===== src/rtl/audio_i2s_rx_if.sv =====
// Output stream interface of the I2S receiver: one stereo frame per 32-bit beat.
//   tvalid/tdata/tstrb/tdest/tlast : driven by the receiver (master)
//   tready                         : driven by the downstream sink (slave)
interface audio_i2s_rx_if;
    logic        tvalid;
    logic        tready;
    logic [31:0] tdata;
    logic [3:0]  tstrb;
    logic [3:0]  tdest;
    logic        tlast;

    modport master (output tvalid, tdata, tstrb, tdest, tlast, input tready);
    modport slave  (input tvalid, tdata, tstrb, tdest, tlast, output tready);
endinterface


===== src/rtl/audio_i2s_rx.sv =====
// I2S receiver: synchronizes SCK/WS/SD into clk_i, deserializes left/right
// samples MSB first and emits each complete stereo frame as one stream beat.
// Ports:
//   clk_i, rst_i            system clock, synchronous active-high reset
//   i2s_sck_i/ws_i/sdata_i  raw I2S inputs, asynchronous to clk_i
//   outport                 stream master: tdata = {left, right}, left-justified
//   overflow_o              1-cycle pulse when a completed frame is dropped
//   frame_err_o             1-cycle pulse when a channel ends short of SAMPLE_W bits
module audio_i2s_rx #(
    parameter int unsigned SAMPLE_W       = 16,
    parameter int unsigned SYNC_STAGES    = 2,
    parameter int unsigned FRAMES_PER_PKT = 1,
    parameter logic [3:0]  TDEST          = 4'h0
) (
    input  logic                  clk_i,
    input  logic                  rst_i,
    input  logic                  i2s_sck_i,
    input  logic                  i2s_ws_i,
    input  logic                  i2s_sdata_i,
    audio_i2s_rx_if.master        outport,
    output logic                  overflow_o,
    output logic                  frame_err_o
);

    localparam int unsigned CNT_W = $clog2(SAMPLE_W + 1);
    localparam int unsigned PKT_W = (FRAMES_PER_PKT > 1) ? $clog2(FRAMES_PER_PKT) : 1;
    localparam int unsigned PAD_W = 16 - SAMPLE_W;

    typedef enum logic [1:0] {ST_ALIGN, ST_LEFT, ST_RIGHT} state_t;

    logic [SYNC_STAGES-1:0] sck_sync_q, sck_sync_d;
    logic [SYNC_STAGES-1:0] ws_sync_q, ws_sync_d;
    logic [SYNC_STAGES-1:0] sd_sync_q, sd_sync_d;
    logic                   sck_dly_q, sck_dly_d;
    logic                   rise_q, rise_d;
    logic                   ws_smp_q, ws_smp_d;
    logic                   sd_smp_q, sd_smp_d;
    logic                   ws_last_q, ws_last_d;
    logic [CNT_W-1:0]       bit_cnt_q, bit_cnt_d;
    logic [SAMPLE_W-1:0]    shift_q, shift_d;
    logic [SAMPLE_W-1:0]    left_q, left_d;
    state_t                 state_q, state_d;
    logic                   valid_q, valid_d;
    logic [31:0]            data_q, data_d;
    logic [3:0]             strb_q, strb_d;
    logic                   last_q, last_d;
    logic [PKT_W-1:0]       pkt_cnt_q, pkt_cnt_d;
    logic                   ovf_q, ovf_d;
    logic                   err_q, err_d;
    logic                   ws_chg;
    logic                   chan_full;
    logic                   frame_done;

    // Synchronizers, bit capture, frame FSM and output stage
    always_comb begin
        sck_sync_d = {sck_sync_q[SYNC_STAGES-2:0], i2s_sck_i};
        ws_sync_d  = {ws_sync_q[SYNC_STAGES-2:0], i2s_ws_i};
        sd_sync_d  = {sd_sync_q[SYNC_STAGES-2:0], i2s_sdata_i};
        sck_dly_d  = sck_sync_q[SYNC_STAGES-1];
        rise_d     = sck_sync_q[SYNC_STAGES-1] & ~sck_dly_q;
        ws_smp_d   = ws_sync_q[SYNC_STAGES-1];
        sd_smp_d   = sd_sync_q[SYNC_STAGES-1];
        ws_last_d  = ws_last_q;
        bit_cnt_d  = bit_cnt_q;
        shift_d    = shift_q;
        left_d     = left_q;
        state_d    = state_q;
        frame_done = 1'b0;
        err_d      = 1'b0;
        ovf_d      = 1'b0;
        valid_d    = valid_q & ~outport.tready;
        data_d     = data_q;
        last_d     = last_q;
        pkt_cnt_d  = pkt_cnt_q;
        ws_chg     = rise_q & (ws_smp_q != ws_last_q);
        chan_full  = (bit_cnt_q == CNT_W'(SAMPLE_W));

        // The bit sampled with a WS change belongs to the old channel and is dropped
        if (rise_q) begin
            ws_last_d = ws_smp_q;
            if (ws_chg) begin
                bit_cnt_d = '0;
            end else if (bit_cnt_q < CNT_W'(SAMPLE_W)) begin
                shift_d   = {shift_q[SAMPLE_W-2:0], sd_smp_q};
                bit_cnt_d = bit_cnt_q + CNT_W'(1);
            end
        end

        if (ws_chg) begin
            case (state_q)
                ST_ALIGN: begin
                    if (!ws_smp_q) state_d = ST_LEFT;
                end
                ST_LEFT: begin
                    if (chan_full) begin
                        left_d  = shift_q;
                        state_d = ST_RIGHT;
                    end else begin
                        err_d   = 1'b1;
                        state_d = ST_ALIGN;
                    end
                end
                ST_RIGHT: begin
                    // A short right channel still leaves this edge as a valid left start
                    if (chan_full) frame_done = 1'b1;
                    else           err_d      = 1'b1;
                    state_d = ST_LEFT;
                end
                default: state_d = ST_ALIGN;
            endcase
        end

        // Load only into a free slot or one being drained this cycle
        if (frame_done) begin
            if (!valid_q || outport.tready) begin
                valid_d   = 1'b1;
                data_d    = {16'(left_q) << PAD_W, 16'(shift_q) << PAD_W};
                last_d    = (pkt_cnt_q == PKT_W'(FRAMES_PER_PKT - 1));
                pkt_cnt_d = last_d ? '0 : pkt_cnt_q + PKT_W'(1);
            end else begin
                ovf_d = 1'b1;
            end
        end

        strb_d = valid_d ? 4'hF : 4'h0;
    end

    // State register
    always_ff @(posedge clk_i) begin
        if (rst_i) begin
            sck_sync_q <= '0;
            ws_sync_q  <= '0;
            sd_sync_q  <= '0;
            sck_dly_q  <= 1'b0;
            rise_q     <= 1'b0;
            ws_smp_q   <= 1'b0;
            sd_smp_q   <= 1'b0;
            ws_last_q  <= 1'b0;
            bit_cnt_q  <= '0;
            shift_q    <= '0;
            left_q     <= '0;
            state_q    <= ST_ALIGN;
            valid_q    <= 1'b0;
            data_q     <= '0;
            strb_q     <= '0;
            last_q     <= 1'b0;
            pkt_cnt_q  <= '0;
            ovf_q      <= 1'b0;
            err_q      <= 1'b0;
        end else begin
            sck_sync_q <= sck_sync_d;
            ws_sync_q  <= ws_sync_d;
            sd_sync_q  <= sd_sync_d;
            sck_dly_q  <= sck_dly_d;
            rise_q     <= rise_d;
            ws_smp_q   <= ws_smp_d;
            sd_smp_q   <= sd_smp_d;
            ws_last_q  <= ws_last_d;
            bit_cnt_q  <= bit_cnt_d;
            shift_q    <= shift_d;
            left_q     <= left_d;
            state_q    <= state_d;
            valid_q    <= valid_d;
            data_q     <= data_d;
            strb_q     <= strb_d;
            last_q     <= last_d;
            pkt_cnt_q  <= pkt_cnt_d;
            ovf_q      <= ovf_d;
            err_q      <= err_d;
        end
    end

    assign outport.tvalid = valid_q;
    assign outport.tdata  = data_q;
    assign outport.tstrb  = strb_q;
    assign outport.tdest  = TDEST;
    assign outport.tlast  = last_q;
    assign overflow_o     = ovf_q;
    assign frame_err_o    = err_q;

endmodule


===== src/flat_wrapper.sv =====
// flat-port wrapper written by rule: the top's interface ports become plain ports
module audio_i2s_rx_flat 
#(
    parameter int unsigned SAMPLE_W       = 16,
    parameter int unsigned SYNC_STAGES    = 2,
    parameter int unsigned FRAMES_PER_PKT = 1,
    parameter logic [3:0]  TDEST          = 4'h0
)
  (clk_i, rst_i, i2s_sck_i, i2s_ws_i, i2s_sdata_i, overflow_o, frame_err_o, outport_tvalid, outport_tdata, outport_tstrb, outport_tdest, outport_tlast, outport_tready);
  audio_i2s_rx_if outport_i ();
  input  logic clk_i;
  input  logic rst_i;
  input  logic i2s_sck_i;
  input  logic i2s_ws_i;
  input  logic i2s_sdata_i;
  output logic overflow_o;
  output logic frame_err_o;
  output wire logic [$bits(outport_i.tvalid)-1:0] outport_tvalid;
  output wire logic [$bits(outport_i.tdata)-1:0] outport_tdata;
  output wire logic [$bits(outport_i.tstrb)-1:0] outport_tstrb;
  output wire logic [$bits(outport_i.tdest)-1:0] outport_tdest;
  output wire logic [$bits(outport_i.tlast)-1:0] outport_tlast;
  input wire logic [$bits(outport_i.tready)-1:0] outport_tready;
  assign outport_tvalid = outport_i.tvalid;
  assign outport_tdata = outport_i.tdata;
  assign outport_tstrb = outport_i.tstrb;
  assign outport_tdest = outport_i.tdest;
  assign outport_tlast = outport_i.tlast;
  assign outport_i.tready = outport_tready;
  audio_i2s_rx #(.SAMPLE_W(SAMPLE_W), .SYNC_STAGES(SYNC_STAGES), .FRAMES_PER_PKT(FRAMES_PER_PKT), .TDEST(TDEST)) u_core (.clk_i(clk_i), .rst_i(rst_i), .i2s_sck_i(i2s_sck_i), .i2s_ws_i(i2s_ws_i), .i2s_sdata_i(i2s_sdata_i), .outport(outport_i), .overflow_o(overflow_o), .frame_err_o(frame_err_o));
endmodule

===== config.mk =====
export PLATFORM = sky130hd
export DESIGN_NAME = audio_i2s_rx_flat
export DESIGN_NICKNAME = d
export VERILOG_FILES = /design/src/rtl/audio_i2s_rx_if.sv /design/src/rtl/audio_i2s_rx.sv /design/src/flat_wrapper.sv
export SDC_FILE = /design/constraint.sdc
export NUM_CORES = 1
export LEC_CHECK = 0
export ABC_AREA = 1
export ABC_CLOCK_PERIOD_IN_PS = 3260
export CORE_UTILIZATION = 55
export CTS_CLUSTER_DIAMETER = 80
export DETAILED_ROUTE_END_ITERATION = 6
export PLACE_DENSITY_LB_ADDON = 0.1
export SYNTH_ARGS = -nofsm -noshare
export SYNTH_HDL_FRONTEND = slang
export SYNTH_SLANG_ARGS = --single-unit

===== constraint.sdc =====
create_clock -name clk_i -period 3.26 [get_ports clk_i]
set_input_delay 0.652 -clock clk_i [delete_from_list [all_inputs] [get_ports clk_i]]
set_output_delay 0.652 -clock clk_i [all_outputs]
set_load 0.1 [all_outputs]

# --- After elaboration in Yosys (flattened, before gate mapping) ---
# Cells that the tools add are included.
# Widths: inputs -> output; s select.
classes:
  n_reduce_logical: 12
  mux: 14
  n_lt_le_gt_ge: 1
  eq_ne: 5
  addsub: 2
  bitwise_logic: 9
ops:
  columns: ["op", "n"]
  rows:
  - ["$mux 5", 2]
  - ["$mux 1", 8]
  - ["$not 1->1", 6]
  - ["$pmux 2 s3", 1]
  - ["$reduce_and 2->1", 3]
  - ["$reduce_and 3->1", 2]
  - ["$add 5x1->5 const B", 1]
  - ["$eq 5x5->1 const B", 1]
  - ["$lt 5x5->1 const B", 1]
  - ["$mux 2", 2]
  - ["$mux 4", 1]
  - ["$reduce_or 2->1", 2]
  - ["$and 1x1->1", 3]
  - ["$reduce_or 3->1", 1]
  - ["$eq 2x1->1 const B", 1]
  - ["$eq 2x2->1 const B", 1]
  - ["$logic_not 2->1", 1]
  - ["$ne 2x2->1 const B", 1]
  - ["$reduce_bool 2->1", 1]
  - ["$add 1x1->1 const B", 1]
  - ["$logic_not 1->1", 1]
  - ["$logic_or 1x1->1", 1]
  - ["$ne 1x1->1", 1]
word_totals:
  elab_cells: 62
  out_inout_bits: 44
  ff_bits: 91

# --- Depth between registers and ports, before layout ---
# Gate-level depths: netlist (run 1).
depth:
  ltp_word: 6
  depth_mapped: 11

# --- Worst setup path after synthesis (run 1) ---
# No wires, ideal clock.
synth_path:
  path_kind: "register to output"
  from: "register, netlist name u_core.outport.tstrb[2]"
  to: "output port outport_tstrb[0]"
  stages_incl_launch_ff: 2
  path_slack_ns: 1.181
  t_arrival_ns: 1.427
  cell_sequence: "dfxtp_1 -> buf_4"
synth_rtl:
  columns: ["item", "line_no", "rtl"]
  rows:
  - ["to (decl)", "flat_wrapper.sv:20", "output wire logic [$bits(outport_i.tstrb)-1:0] outport_tstrb;"]

# --- Final worst setup path (run 1) ---
layout_path:
  from: "register u_core.bit_cnt_q[0]"
  to: "register u_core.data_q[31], in the netlist u_core.outport.tdata[31]"
layout_via:
  elab_chain_len: 5
layout_lines:
  columns: ["item", "line_no", "rtl"]
  rows:
  - ["from (decl)", "audio_i2s_rx.sv:39", "logic [CNT_W-1:0] bit_cnt_q, bit_cnt_d;"]
  - ["from (signal assigned)", "audio_i2s_rx.sv:159", "bit_cnt_q <= bit_cnt_d;"]
  - ["$eq 5x5->1", "audio_i2s_rx.sv:76", "chan_full = (bit_cnt_q == CNT_W'(SAMPLE_W));"]
  - ["$mux 1", "audio_i2s_rx.sv:105", "if (chan_full) frame_done = 1'b1;"]
  - ["$mux 1", "audio_i2s_rx.sv:90", "case (state_q)"]
  - ["$mux 1", "audio_i2s_rx.sv:89", "if (ws_chg) begin"]
  - ["$reduce_and 2->1 (no line)", null, null]
  - ["to (signal assigned)", "audio_i2s_rx.sv:164", "data_q <= data_d;"]
  - ["to (decl)", "audio_i2s_rx.sv:44", "logic [31:0] data_q, data_d;"]
# Every way passes these cells.
# A chain may end at the register's enable or synchronous reset.

==> results.ini, run 1 <==
[logic_synthesis]
yosysTopAreaCellShare_pct = 49.8
syn_avg_cell_area_sq_um = 7.60
seq_area_frac_synth_pct = 49.8
top_cell_type_by_total_area_after_synthesis = sky130_fd_sc_hd__dfxtp_1
netlist_cell_types = 22
number_of_synthesis_warnings = 0
postSynth.asyncResetShare_pct = 0
ys_top_cells_by_count = 86 x sky130_fd_sc_hd__dfxtp_1, 65 x sky130_fd_sc_hd__nor2_1, 57 x sky130_fd_sc_hd__a21oi_1
synth_edf_count = 0
synth_most_common_cell = sky130_fd_sc_hd__dfxtp_1
syn-instance-count = 455
ys_dominant_reg_cell = sky130_fd_sc_hd__dfxtp_1
synth_area_sq_um = 3460
yosys-top-cells-area = sky130_fd_sc_hd__dfxtp_1 50%, sky130_fd_sc_hd__a21oi_1 8.2%, sky130_fd_sc_hd__nor2_1 7.1%
yosys_register_bits = 86

[floorplan]
start_util_pct = 57.7
die_w_um = 81.3
top_level_ports = 50
floorplan.rows = 28
dieArea_sq_um = 6610
fp.coreArea_sq_um = 5990
die_h_um = 81.3

[power]
power_leakage_uw = 0.00162
p_switching_uw = 421
flop_pwr_share_pct = 55.5
clock_power_share_pct = 40.4
power.share.switching_pct = 21.8
pwr_density_cell_nw_per_um2 = 489
vdd.ir_drop.worst_mv = 0.437
power_report.internal_total_uw = 1510
share_comb_of_total_power_pct = 4.1

[worst_setup_path]
cp-start-kind = flip-flop
crit_path_cell_trace = inv_1, ha_1, nand2_1, inv_1, nand3_1, nor2_4, buf_4, nand3_1, nand2_1, nor2_1
largest_delay_contributor_family_on_the_critical_path = buffers and inverters
critical_path.reg2reg.endpoint = u_core.outport.tdata[31]
beginning_of_the_worst_register_to_register_path = u_core.bit_cnt_q[0]
crit_fanout = 66
worst_r2r_path_depth = 10
worst-setup-path-type = flip-flop to flip-flop
cp_data_arrival_time_ns = 2.20
worst-path-stages = 10
crit_buf_inv = 3
setup.reg_to_reg.worst_slack_ns = 1.32
timing.critical_path.required_ns = 3.51
critPathSlowestCell = sky130_fd_sc_hd__buf_4
crit_path_end_kind = flip-flop
cpPeakStageDelay_ns = 0.53

[placed_design]
placement.setup.worst_slack_ns = 1.02
port_buffers = 45
place.detailed.hpwl_mm = 4.04
place_inst = 544
finalWeightedCongestion = 0.749

[timing]
timing_worst_slew_pin_value_ns = 0.985
report.final.setup_viol = 0
grt_setup_unrepaired = no
holdWs_ns = 0.388
share_of_the_cycle_needed_by_the_critical_path_after_routing_pct = 59.6
maxClockFrequency_ghz = 0.515
final.setup.worst_slack_ns = 1.32
post-route-min-period_ns = 1.94
slew_viol_final = 0
final_hold_viol_count = 0
tns_ns = 0
final.setup_skew_ns = 0.00632
relSlewSlack_pct = 34.2

[clock_network]
clock_tree.htree_level_count = 3
clk_pin_slew_ns = 0.08
tritoncts.num_buffers = 9
cts.hold.buffers_added = 0
cts_root_buf = sky130_fd_sc_hd__clkbuf_8
clock_insertion_delay_at_the_later_pin_of_the_skew_report_ns = 0.35
cts_tree = built
number_of_buffers_added_for_setup_after_cts = 0
cts.path.max_buffers = 2
cts-resized-gates = 0
cts_num_sinks = 86

[worst_hold_path]
hold_path_startpoint = u_core.sck_dly_q
hold_end = u_core.rise_q
timing.hold.worst_path_depth = 1
timing.hold.worst.class = flip-flop to flip-flop

[run_status]
status = finished, final reports clean

[finish]
filler_cell_count = 554
fin_nets = 491
layout-drive-gt1-share_pct = 13.6
number_of_standard_cells_in_the_layout_taps_in_and_fillers_out = 559
insertedDiodeCount = 0
area_growth_pct = 13.9

[global_route]
grt_start_max_net_pins = 71
busiest_layer = met2
initial_antenna_violation_count = 0
grt_pass1_wl_mm = 10.7
overflow = 0
first_global_vias = 2491
global_route.usage.met3_pct = 3.71
global_route_met1_usage_pct = 25.5
groute.usage.overall_pct = 21.1
globalRouteMet2Util_pct = 35.7

[run]
max-cap-violations = 0

[detailed_routing]
total_vias_in_the_final_route = 2807
drt-vias-per-instance = 5.02
postRouteWirelength_mm = 6.48
post_drt_wl_per_cell_um = 11.6
drcViolationCount = 0
initialDrtViolationCount = 134
detailedRoute.firstPassIterationCount = 5
route.antenna.remaining_nets = 0

-- per-layer routing --
metal  vias up  share of wire (%)
met5         -                  0
met4         0                1.7
met3        11                3.2
met2        50                 47
met1      1257                 48
li1       1489                  -
-- state kept, by name, indices dropped and copies added (netlist names) --
| register | flops |
|---|---|
| u_core.outport.tstrb | 1 |
| u_core.overflow_o | 1 |
| u_core.rise_q | 1 |
| u_core.outport.tdata | 32 |
| u_core.sd_sync_q | 2 |
| u_core.left_q | 16 |
| u_core.sck_dly_q | 1 |
| u_core.ws_sync_q | 2 |
| u_core.sd_smp_q | 1 |
| u_core.ws_smp_q | 1 |
| u_core.sck_sync_q | 2 |
| u_core.shift_q | 16 |
| u_core.frame_err_o | 1 |
| u_core.ws_last_q | 1 |
| u_core.state_q | 2 |
| u_core.bit_cnt_q | 5 |
| u_core.outport.tlast | 1 |
-- cells in the final DEF, fill, tap and decap left out --
cell type,n
sky130_fd_sc_hd__nand3_2,1
sky130_fd_sc_hd__clkinv_1,1
sky130_fd_sc_hd__nor2_1,65
sky130_fd_sc_hd__nor2_2,1
sky130_fd_sc_hd__bufinv_16,2
sky130_fd_sc_hd__nand3_4,1
sky130_fd_sc_hd__o21ai_0,36
sky130_fd_sc_hd__nor2_4,2
sky130_fd_sc_hd__clkbuf_1,1
sky130_fd_sc_hd__clkdlybuf4s50_1,5
sky130_fd_sc_hd__buf_4,43
sky130_fd_sc_hd__inv_2,1
sky130_fd_sc_hd__ha_1,5
sky130_fd_sc_hd__dfxtp_1,86
sky130_fd_sc_hd__clkinv_2,3
sky130_fd_sc_hd__nand3_1,38
sky130_fd_sc_hd__a21oi_1,57
sky130_fd_sc_hd__nand2_1,48
sky130_fd_sc_hd__inv_1,53
sky130_fd_sc_hd__buf_12,1
sky130_fd_sc_hd__conb_1,4
sky130_fd_sc_hd__clkbuf_8,9
sky130_fd_sc_hd__nor3_1,19
sky130_fd_sc_hd__nand2_2,2
-- how the worst max path moves through the flow --
| stage | startpoint | to | slack, ns |
|---|---|---|---|
| CTS | u_core.ws_smp_q | u_core.outport.tdata[15] | 1.31 |
| detailed placement | outport_tready | u_core.outport.tdata[15] | 1.02 |
| global placement | outport_tready | u_core.outport.tdata[15] | 1.02 |
| finish | u_core.bit_cnt_q[0] | u_core.outport.tdata[31] | 1.32 |
| global route | u_core.bit_cnt_q[0] | u_core.outport.tdata[4] | 1.12 |
| floorplan | u_core.outport.tstrb[2] | outport_tstrb[0] | 1.18 |
-- through the flow --
stage                     util (%)  instance area [sq um]  power [uW]
after floorplan                  -                   3470        1160
after global placement        62.4                   3740        1170
after detailed placement      62.4                   3740        1170
after CTS                     65.7                   3940        1950
after global routing          65.7                   3940        2000
final                         65.7                   3940        1930
-- logic make-up (layout without fill, tap and decap cells) --
logic type | count (synthesis) | count (layout) | share of synthesized area (%)
buffers and inverters | 93 | 119 | 12.6
and+or+nand+nor | 177 | 177 | 22.3
DFF | 86 | 86 | 49.8
other | 1 | 4 | 0.108
adders and majority gates | 5 | 5 | 1.81
AOI/OAI and AO/OA | 93 | 93 | 13.5
-- power groups by stage --
stage	Sequential [uW]	Combinational [uW]	Clock, uW
2_1_floorplan	1090	67.9	0
3_3_place_gp	1090	77.9	0
3_5_place_dp	1090	79.7	0
4_1_cts	1070	79.9	799
5_1_grt	1070	89.2	836
6_report	1070	79.5	779
-- cell type report --
cell class / instances / area (sq um) / share of cell area, %
timing repair buffer: 49 / 393 / 9.97
tap: 75 / 93.8 / 2.38
clock buffer: 10 / 128 / 3.24
clock inverter: 5 / 75.1 / 1.91
multi-input combinational: 279 / 1320 / 33.5
inverter: 55 / 206 / 5.24
sequential: 86 / 1720 / 43.7
No activity file was read; power rests on OpenSTA's default activity.
==> run 2: changes to the inputs <==
--- a/config.mk
+++ b/config.mk
@@ -6,8 +6,8 @@
 export NUM_CORES = 1
 export LEC_CHECK = 0
 export ABC_AREA = 1
-export ABC_CLOCK_PERIOD_IN_PS = 3260
-export CORE_UTILIZATION = 55
+export ABC_CLOCK_PERIOD_IN_PS = 1790
+export CORE_UTILIZATION = 54
 export CTS_CLUSTER_DIAMETER = 80
 export DETAILED_ROUTE_END_ITERATION = 6
 export PLACE_DENSITY_LB_ADDON = 0.1
==> constraint.sdc (replaced) <==
create_clock -name clk_i -period 1.79 [get_ports clk_i]
set_input_delay 0.358 -clock clk_i [delete_from_list [all_inputs] [get_ports clk_i]]
set_output_delay 0.358 -clock clk_i [all_outputs]
set_load 0.1 [all_outputs]
==> run 2 against run 1 <==
Against the previous run:
- highest routed layer unchanged
- cell area rose by 16%
- critical path depth is the same
- register-to-register slack worse by 1.0 ns
- die area increased by 1.8%
- largest cell class unchanged
- sequential power grew 82%
- non-clock buffer count up 7
==> results.ini, run 2 (same netlist as run 1, synthesis figures left out) <==
[clock_network]
cts_root_buf = sky130_fd_sc_hd__clkbuf_8  ; unchanged
clock_tree.htree_level_count = 3  ; unchanged
cts.hold.buffers_added = 0  ; unchanged
cts_num_sinks = 86  ; unchanged
number_of_buffers_added_for_setup_after_cts = 0  ; unchanged
clk_pin_slew_ns = 0.08  ; about the same
tritoncts.num_buffers = 9  ; unchanged
cts_tree = built  ; unchanged
clock_insertion_delay_at_the_later_pin_of_the_skew_report_ns = 0.35  ; about the same
cts-resized-gates = 0  ; unchanged
cts.path.max_buffers = 2  ; unchanged

[placed_design]
placement.setup.worst_slack_ns = 0.285  ; was 1.02 ns
placed_area_sq_um = 4330  ; was 3740 sq um
finalWeightedCongestion = 0.801  ; was 0.749
place.detailed.hpwl_mm = 4.39  ; was 4.04 mm
port_buffers = 45  ; unchanged

[finish]
fin_nets = 498  ; was 491
number_of_flip_flops_in_the_largest_register = 32  ; unchanged
fin_area_sq_um = 4550  ; was 3940 sq um
area_growth_pct = 31.6  ; was 13.9%
most-common-layout-cells = 85 x sky130_fd_sc_hd__dfxtp_1, 65 x sky130_fd_sc_hd__nor2_1, 57 x sky130_fd_sc_hd__a21oi_1  ; was 86 x sky130_fd_sc_hd__dfxtp_1, 65 x sky130_fd_sc_hd__nor2_1, 57 x sky130_fd_sc_hd__a21oi_1
layout-drive-gt1-share_pct = 15.2  ; was 13.6%
most_common_cell_after_layout_fill_and_taps_aside = sky130_fd_sc_hd__dfxtp_1  ; unchanged
insertedDiodeCount = 0  ; unchanged

[floorplan]
start_util_pct = 57.1  ; was 57.7%
top_level_ports = 50  ; unchanged
die_w_um = 82.0  ; was 81.3 um
dieArea_sq_um = 6730  ; was 6610 sq um
fp.coreArea_sq_um = 6060  ; was 5990 sq um
die_h_um = 82.0  ; was 81.3 um
floorplan.rows = 28  ; unchanged

[detailed_routing]
drt-vias-per-instance = 5.06  ; was 5.02
route.antenna.remaining_nets = 0  ; unchanged
postRouteWirelength_mm = 6.65  ; was 6.48 mm
total_vias_in_the_final_route = 2868  ; was 2807
post_drt_wl_per_cell_um = 11.7  ; was 11.6 um
initialDrtViolationCount = 139  ; was 134
detailedRoute.firstPassIterationCount = 4  ; was 5
drcViolationCount = 0  ; unchanged

[worst_hold_path]
timing.hold.worst_path_depth = 1  ; unchanged
hold_path_startpoint = u_core.sck_dly_q  ; unchanged
hold_end = u_core.rise_q  ; unchanged
timing.hold.worst.class = flip-flop to flip-flop  ; unchanged

[global_route]
grt_start_max_net_pins = 66  ; was 71
first_global_vias = 2714  ; was 2491
groute.usage.overall_pct = 22.3  ; was 21.1%
initial_antenna_violation_count = 0  ; unchanged
overflow = 0  ; unchanged
globalRouteMet2Util_pct = 40.2  ; was 35.7%
busiest_layer = met2  ; unchanged
global_route.usage.met3_pct = 6.78  ; was 3.71%
global_route_met1_usage_pct = 24.4  ; was 25.5%
grt_pass1_wl_mm = 11.3  ; was 10.7 mm

[worst_setup_path]
timing.critical_path.required_ns = 2.03  ; was 3.51 ns
beginning_of_the_worst_register_to_register_path = u_core.bit_cnt_q[0]  ; unchanged
startpoint = u_core.bit_cnt_q[0]  ; unchanged
worst-setup-path-type = flip-flop to flip-flop  ; unchanged
crit_fanout = 33  ; was 66
crit_path_end_kind = flip-flop  ; unchanged
cp-start-kind = flip-flop  ; unchanged
critical_path.reg2reg.endpoint = u_core.outport.tdata[15]  ; was u_core.outport.tdata[31]
worst_r2r_path_depth = 10  ; unchanged
setup.reg_to_reg.worst_slack_ns = 0.30  ; was 1.32 ns
cp_data_arrival_time_ns = 1.74  ; was 2.20 ns

[power]
pwr_density_cell_nw_per_um2 = 789  ; was 489 nW/um^2
power_uw = 3590  ; was 1930 uW
power_leakage_uw = 0.00177  ; was 0.00162 uW
vdd.ir_drop.worst_mv = 0.714  ; was 0.437 mV

[timing]
grt_setup_unrepaired = no  ; unchanged
final.setup_skew_ns = 0.00950  ; was 0.00632 ns
final.setup.worst_slack_ns = 0.296  ; was 1.32 ns
maxClockFrequency_ghz = 0.669  ; was 0.515 GHz
final_hold_viol_count = 0  ; unchanged
holdWs_ns = 0.398  ; was 0.388 ns
report.final.setup_viol = 0  ; unchanged
tns_ns = 0  ; unchanged
share_of_the_cycle_needed_by_the_critical_path_after_routing_pct = 83.5  ; was 59.6%
post-route-min-period_ns = 1.49  ; was 1.94 ns
slew_viol_final = 0  ; unchanged

[run]
max-cap-violations = 0  ; unchanged

[run_status]
status = finished, final reports clean  ; unchanged

[run 2: changes by cell type in the layout (fill, tap and decap cells not counted)]
| cell | previous run | this run |
|---|---|---|
| sky130_fd_sc_hd__clkinvlp_4 | 0 | 1 |
| sky130_fd_sc_hd__dfxtp_1 | 86 | 85 |
| sky130_fd_sc_hd__buf_12 | 1 | 44 |
| sky130_fd_sc_hd__clkbuf_8 | 9 | 10 |
| sky130_fd_sc_hd__clkinv_2 | 3 | 1 |
| sky130_fd_sc_hd__buf_4 | 43 | 7 |
| sky130_fd_sc_hd__dfxtp_2 | 0 | 1 |
| sky130_fd_sc_hd__inv_6 | 0 | 1 |
[run 2: final cells by class]
class,instances,area [sq um]
flip-flops and latches,86,1720
fillers,459,1510
multi-input cells,279,1320
repair buffers,56,983
inverters,55,206
clock buffers,11,141
well taps,75,93.8
clock inverters,5,81.3
[run 2: critical path: stages (launching register included)]
cell                      delay, ns
sky130_fd_sc_hd__dfxtp_1       0.34
sky130_fd_sc_hd__inv_1         0.08
sky130_fd_sc_hd__ha_1          0.14
sky130_fd_sc_hd__nand2_1       0.05
sky130_fd_sc_hd__inv_1         0.10
sky130_fd_sc_hd__nand3_1       0.12
sky130_fd_sc_hd__nor2_4        0.17
sky130_fd_sc_hd__buf_12        0.20
sky130_fd_sc_hd__nand3_1       0.10
sky130_fd_sc_hd__nand2_1       0.07
sky130_fd_sc_hd__nor2_1        0.04
[run 2: worst max path at each step]
stage          cells after the start                  endpoint
2_1_floorplan                      5   u_core.outport.tdata[0]
3_3_place_gp                       7  u_core.outport.tdata[14]
3_5_place_dp                       5   u_core.outport.tstrb[2]
4_1_cts                           10  u_core.outport.tdata[15]
5_1_grt                           10  u_core.outport.tdata[13]
6_report                          10  u_core.outport.tdata[15]
[run 2: metrics by stage]
stage	util, %	instances
global placement	71.4	551
CTS	75.1	567
global route	75.1	567
finish	75.1	567
floorplan	-	458
detailed placement	71.4	551
[run 2: report_power, final]
group	switching [uW]	leakage [uW]	internal, uW
logic	108	0.000965	44.7
registers	13.0	0.000696	1930
clock network	664	0.000110	827
[run 2: metal layers]
| metal | wire length (um) | part of all wire, % |
|---|---|---|
| met1 | 3000 | 45 |
| met4 | 90 | 1.4 |
| met2 | 3310 | 50 |
| met5 | 0 | 0 |
| met3 | 240 | 3.6 |
==> run 3: changes to the inputs <==
--- a/config.mk
+++ b/config.mk
@@ -6,8 +6,8 @@
 export NUM_CORES = 1
 export LEC_CHECK = 0
 export ABC_AREA = 1
-export ABC_CLOCK_PERIOD_IN_PS = 1790
-export CORE_UTILIZATION = 54
+export ABC_CLOCK_PERIOD_IN_PS = 1200
+export CORE_UTILIZATION = 48
 export CTS_CLUSTER_DIAMETER = 80
 export DETAILED_ROUTE_END_ITERATION = 6
 export PLACE_DENSITY_LB_ADDON = 0.1
==> constraint.sdc (replaced) <==
create_clock -name clk_i -period 1.2 [get_ports clk_i]
set_input_delay 0.24 -clock clk_i [delete_from_list [all_inputs] [get_ports clk_i]]
set_output_delay 0.24 -clock clk_i [all_outputs]
set_load 0.1 [all_outputs]
==> run 3 against run 2 <==
Against the previous run:
- the run now ends with negative setup slack left
- die area increased by 12%
- highest routed layer unchanged
- clock power increased by 46%
- clock skew about the same
- critical path depth decreased by 2
- hold slack got worse by 0.011 ns
- sequential cell count unchanged
==> results.ini, run 3 (same netlist as run 1, synthesis figures left out) <==
[placed_design]
placement.setup.worst_slack_ns = -0.265  ; was 0.285 ns
place_inst = 595  ; was 551
finalWeightedCongestion = 0.768  ; was 0.801
placed_area_sq_um = 4550  ; was 4330 sq um
place.detailed.hpwl_mm = 4.80  ; was 4.39 mm
port_buffers = 45  ; unchanged

[finish]
layout-drive-gt1-share_pct = 39.8  ; was 15.2%
most-common-layout-cells = 63 x sky130_fd_sc_hd__nor2_1, 48 x sky130_fd_sc_hd__inv_1, 45 x sky130_fd_sc_hd__buf_12  ; was 85 x sky130_fd_sc_hd__dfxtp_1, 65 x sky130_fd_sc_hd__nor2_1, 57 x sky130_fd_sc_hd__a21oi_1
fin_area_sq_um = 5290  ; was 4550 sq um
final-seq-area_sq_um = 1780  ; was 1720 sq um
area_growth_pct = 53.1  ; was 31.6%
multi_input_combinational_cell_area_sq_um = 1580  ; was 1320 sq um
most_common_cell_after_layout_fill_and_taps_aside = sky130_fd_sc_hd__nor2_1  ; was sky130_fd_sc_hd__dfxtp_1
filler_cell_count = 468  ; was 459
finalCoreUtilization_pct = 77.1  ; was 75.1%
number_of_flip_flops_in_the_largest_register = 32  ; unchanged
number_of_standard_cells_in_the_layout_taps_in_and_fillers_out = 623  ; was 567
insertedDiodeCount = 0  ; unchanged
fin_nets = 533  ; was 498

[global_route]
grt_pass1_wl_mm = 13.0  ; was 11.3 mm
first_global_vias = 2847  ; was 2714
groute.usage.overall_pct = 22.4  ; was 22.3%
grt_start_max_net_pins = 63  ; was 66
overflow = 0  ; unchanged
initial_antenna_violation_count = 0  ; unchanged

[floorplan]
die_w_um = 86.9  ; was 82.0 um
top_level_ports = 50  ; unchanged
dieArea_sq_um = 7550  ; was 6730 sq um
start_util_pct = 50.3  ; was 57.1%
die_h_um = 86.9  ; was 82.0 um
fp.coreArea_sq_um = 6870  ; was 6060 sq um
floorplan.rows = 30  ; was 28

[run_status]
status = complete, but fails checks  ; was finished, final reports clean
failing_checks = negative setup slack

[clock_network]
cts_tree = built  ; unchanged
clock_tree.htree_level_count = 3  ; unchanged
clock_insertion_delay_at_the_later_pin_of_the_skew_report_ns = 0.37  ; was 0.35 ns
cts.path.max_buffers = 2  ; unchanged
cts_root_buf = sky130_fd_sc_hd__clkbuf_8  ; unchanged
cts.hold.buffers_added = 0  ; unchanged
clk_pin_slew_ns = 0.09  ; was 0.08 ns
cts_num_sinks = 86  ; unchanged
tritoncts.num_buffers = 9  ; unchanged

[run]
max-cap-violations = 0  ; unchanged

[worst_setup_path]
crit_path_end_kind = flip-flop  ; unchanged
worst-setup-path-type = flip-flop to flip-flop  ; unchanged
setup.reg_to_reg.worst_slack_ns = -0.31  ; was 0.30 ns
beginning_of_the_worst_register_to_register_path = u_core.state_q[0]  ; was u_core.bit_cnt_q[0]
cp_data_arrival_time_ns = 1.80  ; was 1.74 ns
timing.critical_path.required_ns = 1.49  ; was 2.03 ns
worst_r2r_path_depth = 8  ; was 10
crit_fanout = 6  ; was 33
cp-start-kind = flip-flop  ; unchanged
critical_path.reg2reg.endpoint = u_core.outport.tdata[0]  ; was u_core.outport.tdata[15]

[timing]
maxClockFrequency_ghz = 0.663  ; was 0.669 GHz
holdWs_ns = 0.387  ; was 0.398 ns
slew_viol_final = 0  ; unchanged
final.setup_skew_ns = 0.00992  ; was 0.00950 ns
post-route-min-period_ns = 1.51  ; was 1.49 ns
report.final.setup_viol = 59  ; was 0
final.setup.worst_slack_ns = -0.308  ; was 0.296 ns
final_hold_viol_count = 0  ; unchanged
grt_setup_unrepaired = yes  ; was no
share_of_the_cycle_needed_by_the_critical_path_after_routing_pct = 126  ; was 83.5%

[detailed_routing]
initialDrtViolationCount = 238  ; was 139
drcViolationCount = 0  ; unchanged
detailedRoute.firstPassIterationCount = 4  ; unchanged
drt-vias-per-instance = 5.14  ; was 5.06
post_drt_wl_per_cell_um = 14.4  ; was 11.7 um
total_vias_in_the_final_route = 3200  ; was 2868
postRouteWirelength_mm = 8.99  ; was 6.65 mm
route.antenna.remaining_nets = 0  ; unchanged

[power]
clock_power_share_pct = 40.6  ; was 41.5%
power_report.internal_total_uw = 4120  ; was 2810 uW
share_comb_of_total_power_pct = 5.3  ; was 4.2%
power_leakage_uw = 0.00204  ; was 0.00177 uW
p_switching_uw = 1260  ; was 785 uW
power.share.switching_pct = 23.4  ; was 21.9%
pwr_density_cell_nw_per_um2 = 1020  ; was 789 nW/um^2
flop_pwr_share_pct = 54.0  ; was 54.2%
vdd.ir_drop.worst_mv = 1.07  ; was 0.714 mV

[worst_hold_path]
hold_path_startpoint = u_core.sck_dly_q  ; unchanged
hold_end = u_core.rise_q  ; unchanged
timing.hold.worst_path_depth = 1  ; unchanged
timing.hold.worst.class = flip-flop to flip-flop  ; unchanged

[run 3: power by group through the flow]
stage	sequential, uW	clock [uW]	combinational [uW]
global placement	2970	0	234
finish	2900	2180	286
global route	2910	2340	309
floorplan	2960	0	185
detailed placement	2970	0	237
CTS	2900	2210	249
[run 3: worst max-delay path: stages (launching register included)]
cell,delay (ns)
sky130_fd_sc_hd__dfxtp_2,0.33
sky130_fd_sc_hd__inv_1,0.07
sky130_fd_sc_hd__ha_1,0.20
sky130_fd_sc_hd__nand3_2,0.11
sky130_fd_sc_hd__nor2_4,0.18
sky130_fd_sc_hd__buf_12,0.16
sky130_fd_sc_hd__buf_16,0.12
sky130_fd_sc_hd__a21oi_1,0.08
sky130_fd_sc_hd__nor2_1,0.17
[run 3: how the worst max path moves through the flow]
stage                        start                       end  slack [ns]  depth (start not counted)
2_1_floorplan  u_core.bit_cnt_q[0]  u_core.outport.tdata[24]       -0.14                         11
3_3_place_gp   u_core.bit_cnt_q[0]  u_core.outport.tdata[27]       -0.19                         10
3_5_place_dp   u_core.bit_cnt_q[0]  u_core.outport.tdata[23]       -0.27                         10
4_1_cts        u_core.bit_cnt_q[0]  u_core.outport.tdata[23]       -0.22                         10
5_1_grt        u_core.bit_cnt_q[0]   u_core.outport.tdata[0]       -0.37                         10
6_report         u_core.state_q[0]   u_core.outport.tdata[0]       -0.31                          8
[run 3: repair_timing]
item / 4_1_cts / 5_1_grt
buffers inserted: 6 / 3
gates cloned: 2 / 3
pin swaps: 16 / 21
resized for setup: 68 / 75
endpoints found under the setup margin: 89 / 104
[run 3: layout make-up]
| class | count | share of cell area [%] |
|---|---|---|
| flip-flops and latches | 86 | 33.6 |
| multi-input cells | 279 | 29.8 |
| clock inverters | 4 | 0.993 |
| repair buffers | 91 | 26.3 |
| inverters | 55 | 3.90 |
| well taps | 96 | 2.27 |
| clock buffers | 12 | 3.14 |
[run 3: stage by stage]
stage               total power [uW]  setup TNS, ns
floorplan                       3150          -4.12
global placement                3200         -10.70
detailed placement              3210         -12.70
CTS                             5370         -10.08
global route                    5560         -14.41
finish                          5370          -9.42
[run 3: layer usage]
layer,vias up,GRT usage (%),wire length [um]
met4,0,8.64,176
met5,-,0,0
met2,106,38.6,4830
li1,1578,-,-
met1,1494,26.4,3580
met3,22,6.26,406
==> RTL edit 1: new RTL, config.mk and constraints of run 2 <==
One comparison of `bit_cnt_q` changes from == to >=.
--- a/src/rtl/audio_i2s_rx.sv
+++ b/src/rtl/audio_i2s_rx.sv
@@ -73,7 +73,7 @@
         last_d     = last_q;
         pkt_cnt_d  = pkt_cnt_q;
         ws_chg     = rise_q & (ws_smp_q != ws_last_q);
-        chan_full  = (bit_cnt_q == CNT_W'(SAMPLE_W));
+        chan_full  = (bit_cnt_q >= CNT_W'(SAMPLE_W));
 
         // The bit sampled with a WS change belongs to the old channel and is dropped
         if (rise_q) begin
Formal check against the unedited RTL: no difference found for any inputs over 10 cycles, from zero or initial values and one cycle with rst_i high; that may be too few to reach the edited logic, so the function may still have changed.
==> RTL edit 1 against run 2 <==
Sequential cell count stayed put. Final area is 2.7% lower. Power is 5.0% lower. Clock power is 11% lower. Setup slack worse by 0.058 ns. Synthesized cell count is 5.7% higher. Routed wire length is 7.0% lower. Final cell count is 4.6% higher. Largest cell class unchanged. Synthesized area is 1.6% lower. Hold slack hardly changed.
==> RTL edit 1: results (changes against run 2) <==
[logic_synthesis]
ys_types=23  ; +4.5%
yosysSeqAreaShare_pct=50.6  ; +0.79 points
synth_area_leaders=dfxtp_1 (51%), nand2_1 (13%), nor2_1 (12%)
syn_inst=481  ; +5.7%
yosys_warnings=0  ; unchanged
synthFlopType=dfxtp_1
synth_compound_area_share_pct=6.47  ; -7.0 points
synth_top_cells_by_count=nand2_1 (116), nor2_1 (112), dfxtp_1 (86)
synthAdderAreaFrac_pct=1.84  ; +0.029 points
synth-xor-area-share_pct=0  ; unchanged

[placed_design]
dpl-instance-area_sq_um=4230  ; -2.2%
dp_slack_ns=0.117  ; -0.168 ns
dp.cells=578  ; +4.9%
place_congestion=0.757  ; -5.6%
portBuffers=45  ; unchanged
place_hpwl_microns=3860  ; -12%

[clocking]
htreeDepth=3  ; unchanged
cts_root_buffer=clkbuf_8
clk_latency_ns=0.35  ; about the same
cts_resized=0  ; unchanged
cts_made_buffers=9  ; unchanged
clkTransAtPathRegs_ns=0.08  ; about the same
cts_setup_buffers=0  ; unchanged
clock_path_buffers=2  ; unchanged

[min_path]
hold_path.class=flip-flop to flip-flop
holdCritStartpoint=u_core.sck_dly_q
hold_path_depth=1  ; unchanged
hold_end=u_core.rise_q

[global_route]
grt.total_usage_pct=20.7  ; -1.6 points
gr-total-overflow=0  ; unchanged
antenna_found_initial=0  ; unchanged
grt_max_degree=70  ; +6.1%
grt_first_pass_wirelength_microns=10400  ; -7.6%
grt_pass1_vias=2449  ; -9.8%

[cells_and_area]
layout.nets=525  ; +5.4%
drive_gt1_share_pct=12.4  ; -2.9 points
antenna_cells=0  ; unchanged
largest_reg_flops=32  ; unchanged

[critical_path]
r2r_end=u_core.outport.tdata[7]
cp.arrival_ns=1.79  ; +0.05 ns
path_max_fanout=65  ; +97%
reg2reg_setup_slack_ns=0.24  ; -0.06 ns
r2r_cells=9  ; -1
worstSetupStartpoint=u_core.state_q[0]

[power_and_ir_drop]
p_switching_uw=770  ; -1.9%
p_leak_nw=2.06  ; +17%
ir_drop_mv=0.616  ; -14%

[routing]
drtIter0Drc=137  ; -1.4%
vias=2748  ; -4.2%
wire_per_inst_microns=10.4  ; -11%
vias_per_cell=4.63  ; -8.4%
dr.pass1.iters=5  ; +1

[sta]
finalHoldWorstSlack_ns=0.398  ; -0.000102 ns
fin_skew_ns=0.00633  ; -0.00318 ns

[run_status]
status=complete, no violations

## RTL edit 1: logic make-up (layout without fill, tap and decap cells)
kind of cell / Yosys count / count (layout)
buffers and inverters: 102 / 136
and+or+nand+nor: 243 / 243
AOI/OAI and AO/OA: 44 / 44
other: 1 / 4
adders and majority gates: 5 / 5
DFF: 86 / 86
## RTL edit 1: worst max-delay path by stage
stage	end	slack, ns	cells past startpoint
after global placement	u_core.outport.tdata[16]	0.13	7
final	u_core.outport.tdata[7]	0.24	9
after global routing	u_core.outport.tdata[5]	0.13	9
after detailed placement	u_core.outport.tdata[24]	0.12	8
after floorplan	u_core.outport.tdata[5]	0.31	7
after CTS	u_core.shift_q[8]	0.15	5
## RTL edit 1: power groups by stage
stage | clock network [mW] | registers, mW | logic, mW
2_1_floorplan | 0 | 1.99 | 0.118
3_3_place_gp | 0 | 1.99 | 0.137
3_5_place_dp | 0 | 1.99 | 0.140
4_1_cts | 1.34 | 1.95 | 0.142
5_1_grt | 1.41 | 1.95 | 0.159
6_report | 1.32 | 1.95 | 0.143
## RTL edit 1: critical path, stage by stage (launching register included)
cell	delay, ns
dfxtp_1	0.35
inv_1	0.08
ha_1	0.23
nand2_1	0.08
clkinv_1	0.07
nand4_1	0.14
buf_12	0.27
nand2_1	0.10
nand2_1	0.07
nor2_1	0.04
## RTL edit 1: layout make-up
type                       instances  area [sq um]
clock buffer                      11           141
clock inverter                     4          47.5
fill                             464          1560
inverter                          72           270
multi-input combinational        296          1240
sequential                        86          1720
tap                               75          93.8
timing repair buffer              49           906
## RTL edit 1: routing by layer
layer / vias to the layer above / routed length, microns / GRT usage (%)
met4: 0 / 67 / 11.6
met1: 1216 / 3040 / 26.2
li1: 1468 / - / -
met5: - / 0 / 0
met3: 6 / 200 / 3.03
met2: 58 / 2870 / 33.5
==> RTL edit 2: new RTL, config.mk and constraints of run 2 <==
Made on the original files. `SYNC_STAGES` is set to 2 in 2 places; all go to 4.
--- a/src/rtl/audio_i2s_rx.sv
+++ b/src/rtl/audio_i2s_rx.sv
@@ -8,7 +8,7 @@
 //   frame_err_o             1-cycle pulse when a channel ends short of SAMPLE_W bits
 module audio_i2s_rx #(
     parameter int unsigned SAMPLE_W       = 16,
-    parameter int unsigned SYNC_STAGES    = 2,
+    parameter int unsigned SYNC_STAGES    = 4,
     parameter int unsigned FRAMES_PER_PKT = 1,
     parameter logic [3:0]  TDEST          = 4'h0
 ) (
--- a/src/flat_wrapper.sv
+++ b/src/flat_wrapper.sv
@@ -2,7 +2,7 @@
 module audio_i2s_rx_flat 
 #(
     parameter int unsigned SAMPLE_W       = 16,
-    parameter int unsigned SYNC_STAGES    = 2,
+    parameter int unsigned SYNC_STAGES    = 4,
     parameter int unsigned FRAMES_PER_PKT = 1,
     parameter logic [3:0]  TDEST          = 4'h0
 )
Behaviour: not the same (Yosys sat finds a counterexample within 10 cycles, from zero or initial values and one cycle with rst_i high).
==> RTL edit 2 against run 2 <==
The flow now finishes with violations (design-rule violations). Synthesized area grew 4.6%. Final area grew 2.7%. Sequential cell count grew 6. Clock skew is essentially flat. Setup slack lost 0.074 ns. Routed wire length grew 6.9%. Utilization shrank 2.3 points. Power shrank 2.4%. Count of clock-buffer cells in the layout is the same. Combinational power shrank 13%. Synthesized cell count grew 4.0%. Critical path type unchanged.
==> RTL edit 2: results (changes against run 2) <==
[run_status]
status=complete, but fails checks
violations=design-rule violations

[global_route]
use_met2_pct=38.6  ; -1.6 points
grt.total_usage_pct=21.7  ; -0.60 points
antenna_found_initial=0  ; unchanged
grt_first_pass_wirelength_microns=12300  ; +8.9%
grt_max_degree=68  ; +3.0%
use_met1_pct=24.6  ; +0.11 points
grtUsageMet3_pct=5.24  ; -1.5 points
grt_pass1_vias=2909  ; +7.2%

[cells_and_area]
antenna_cells=0  ; unchanged
largest_reg_flops=32  ; unchanged
layout.nets=515  ; +3.4%
drive_gt1_share_pct=14.7  ; -0.51 points
fill_cells=505  ; +10%

[clocking]
cts_root_buffer=clkbuf_8
cts_made_buffers=9  ; unchanged
clock_path_buffers=2  ; unchanged
cts_setup_buffers=0  ; unchanged
clkTransAtPathRegs_ns=0.09
htreeDepth=3  ; unchanged
cts_resized=0  ; unchanged
clk_latency_ns=0.37  ; +0.02 ns

[logic_synthesis]
yosys_warnings=0  ; unchanged
synthArstFlopShare_pct=0  ; unchanged
synth_area_leaders=dfxtp_1 (51%), a21oi_1 (7.9%), nor2_1 (7.4%)
synthFlopType=dfxtp_1
yosysSeqAreaShare_pct=50.9  ; +1.1 points
synth_top_cells_by_count=dfxtp_1 (92), nor2_1 (71), inv_1 (59)
ys_types=22  ; unchanged

[min_path]
hold_path.class=flip-flop to flip-flop

[critical_path]
crit_slowest_cell=dfxtp_1
slowest_delay_ns=0.35
cpLargestDelayFamily=simple AND/OR/NAND/NOR gates
cp.arrival_ns=1.83  ; +0.09 ns
path_max_fanout=32  ; -3.0%

[sta]
fin_skew_ns=0.00959  ; +0.0000885 ns

[routing]
met2_length_microns=3590  ; +8.3%
drc=12  ; +12
dr.pass1.iters=6  ; +2
vias_per_cell=5.13  ; +1.3%
wirelength_microns=7110  ; +6.9%
drtIter0Drc=204  ; +47%
maxUsedRoutingLayer=met4
dr_wl_met3_microns=245  ; +2.1%
wl_met1_microns=3140  ; +4.5%

[placed_design]
portBuffers=45  ; unchanged
place_congestion=0.746  ; -6.9%
place_hpwl_microns=4690  ; +6.9%
dp_slack_ns=0.185  ; -0.0995 ns

[power_and_ir_drop]
p_leak_nw=1.81  ; +2.3%
ir_drop_mv=0.609  ; -15%

==> RTL edit 2: cell count changes in the layout (fill, tap and decap cells not counted) <==
cell       before  now
dfxtp_1        85   91
clkinv_2        1    2
clkbuf_1        1    0
bufinv_16       2    0
buf_4           7    6
clkbuf_8       10   11
inv_1          53   59
nor2_1         65   71
clkinv_4        0    1
==> RTL edit 2: cell families (layout without fill, tap and decap cells) <==
group | Yosys count | after routing | synth area share, %
adders and majority gates | 5 | 5 | 1.73
other | 1 | 4 | 0.104
DFF | 92 | 92 | 50.9
and+or+nand+nor | 183 | 183 | 21.9
buffers and inverters | 99 | 132 | 12.5
AOI/OAI and AO/OA | 93 | 93 | 12.9
==> RTL edit 2: through the flow <==
| stage | power, mW | area [sq um] | utilization, % | hold slack, ns | std cells |
|---|---|---|---|---|---|
| 2_1_floorplan | 2.22 | 3630 | - | 0.373 | 476 |
| 3_3_place_gp | 2.25 | 4490 | 69.9 | 0.379 | 570 |
| 3_5_place_dp | 2.25 | 4490 | 69.9 | 0.396 | 570 |
| 4_1_cts | 3.54 | 4670 | 72.8 | 0.408 | 586 |
| 5_1_grt | 3.65 | 4670 | 72.8 | 0.410 | 586 |
| 6_report | 3.51 | 4670 | 72.8 | 0.407 | 586 |
==> RTL edit 2: worst reg2reg max path, cell delays in order, from the launching register on <==
cell and delay [ns]:
dfxtp_1 0.35, inv_1 0.09, ha_1 0.16, nand2_1 0.05, inv_1 0.11, nand3_1 0.12, nor2_4 0.16, buf_12 0.20
nand3_1 0.12, nand2_1 0.08, nor2_1 0.04
==> RTL edit 2: worst paths after layout <==
| check | startpoint | endpoint | slack (ns) | cells after the start |
|---|---|---|---|---|
| worst max-delay path | u_core.bit_cnt_q[0] | u_core.outport.tdata[1] | 0.22 | 10 |
| worst min-delay path | u_core.sck_dly_q | u_core.rise_q | 0.41 | 1 |
| worst max register to register | u_core.bit_cnt_q[0] | u_core.outport.tdata[1] | 0.22 | 10 |
| worst min register to register | u_core.sck_dly_q | u_core.rise_q | 0.41 | 1 |
==> RTL edit 2: power by group <==
| part | switching, mW | leakage, nW | total (mW) | internal, mW |
|---|---|---|---|---|
| logic | 0.0953 | 0.972 | 0.133 | 0.0380 |
| registers | 0.00725 | 0.743 | 2.07 | 2.06 |
| clock network | 0.723 | 0.0957 | 1.31 | 0.583 |
==> RTL edit 2: layout make-up <==
type / count / area share, %
inverters: 61 / 4.90
clock inverters: 5 / 0.749
multi-input cells: 285 / 28.7
clock buffers: 11 / 3.24
flip-flops and latches: 92 / 39.4
repair buffers: 55 / 20.9
well taps: 77 / 2.06
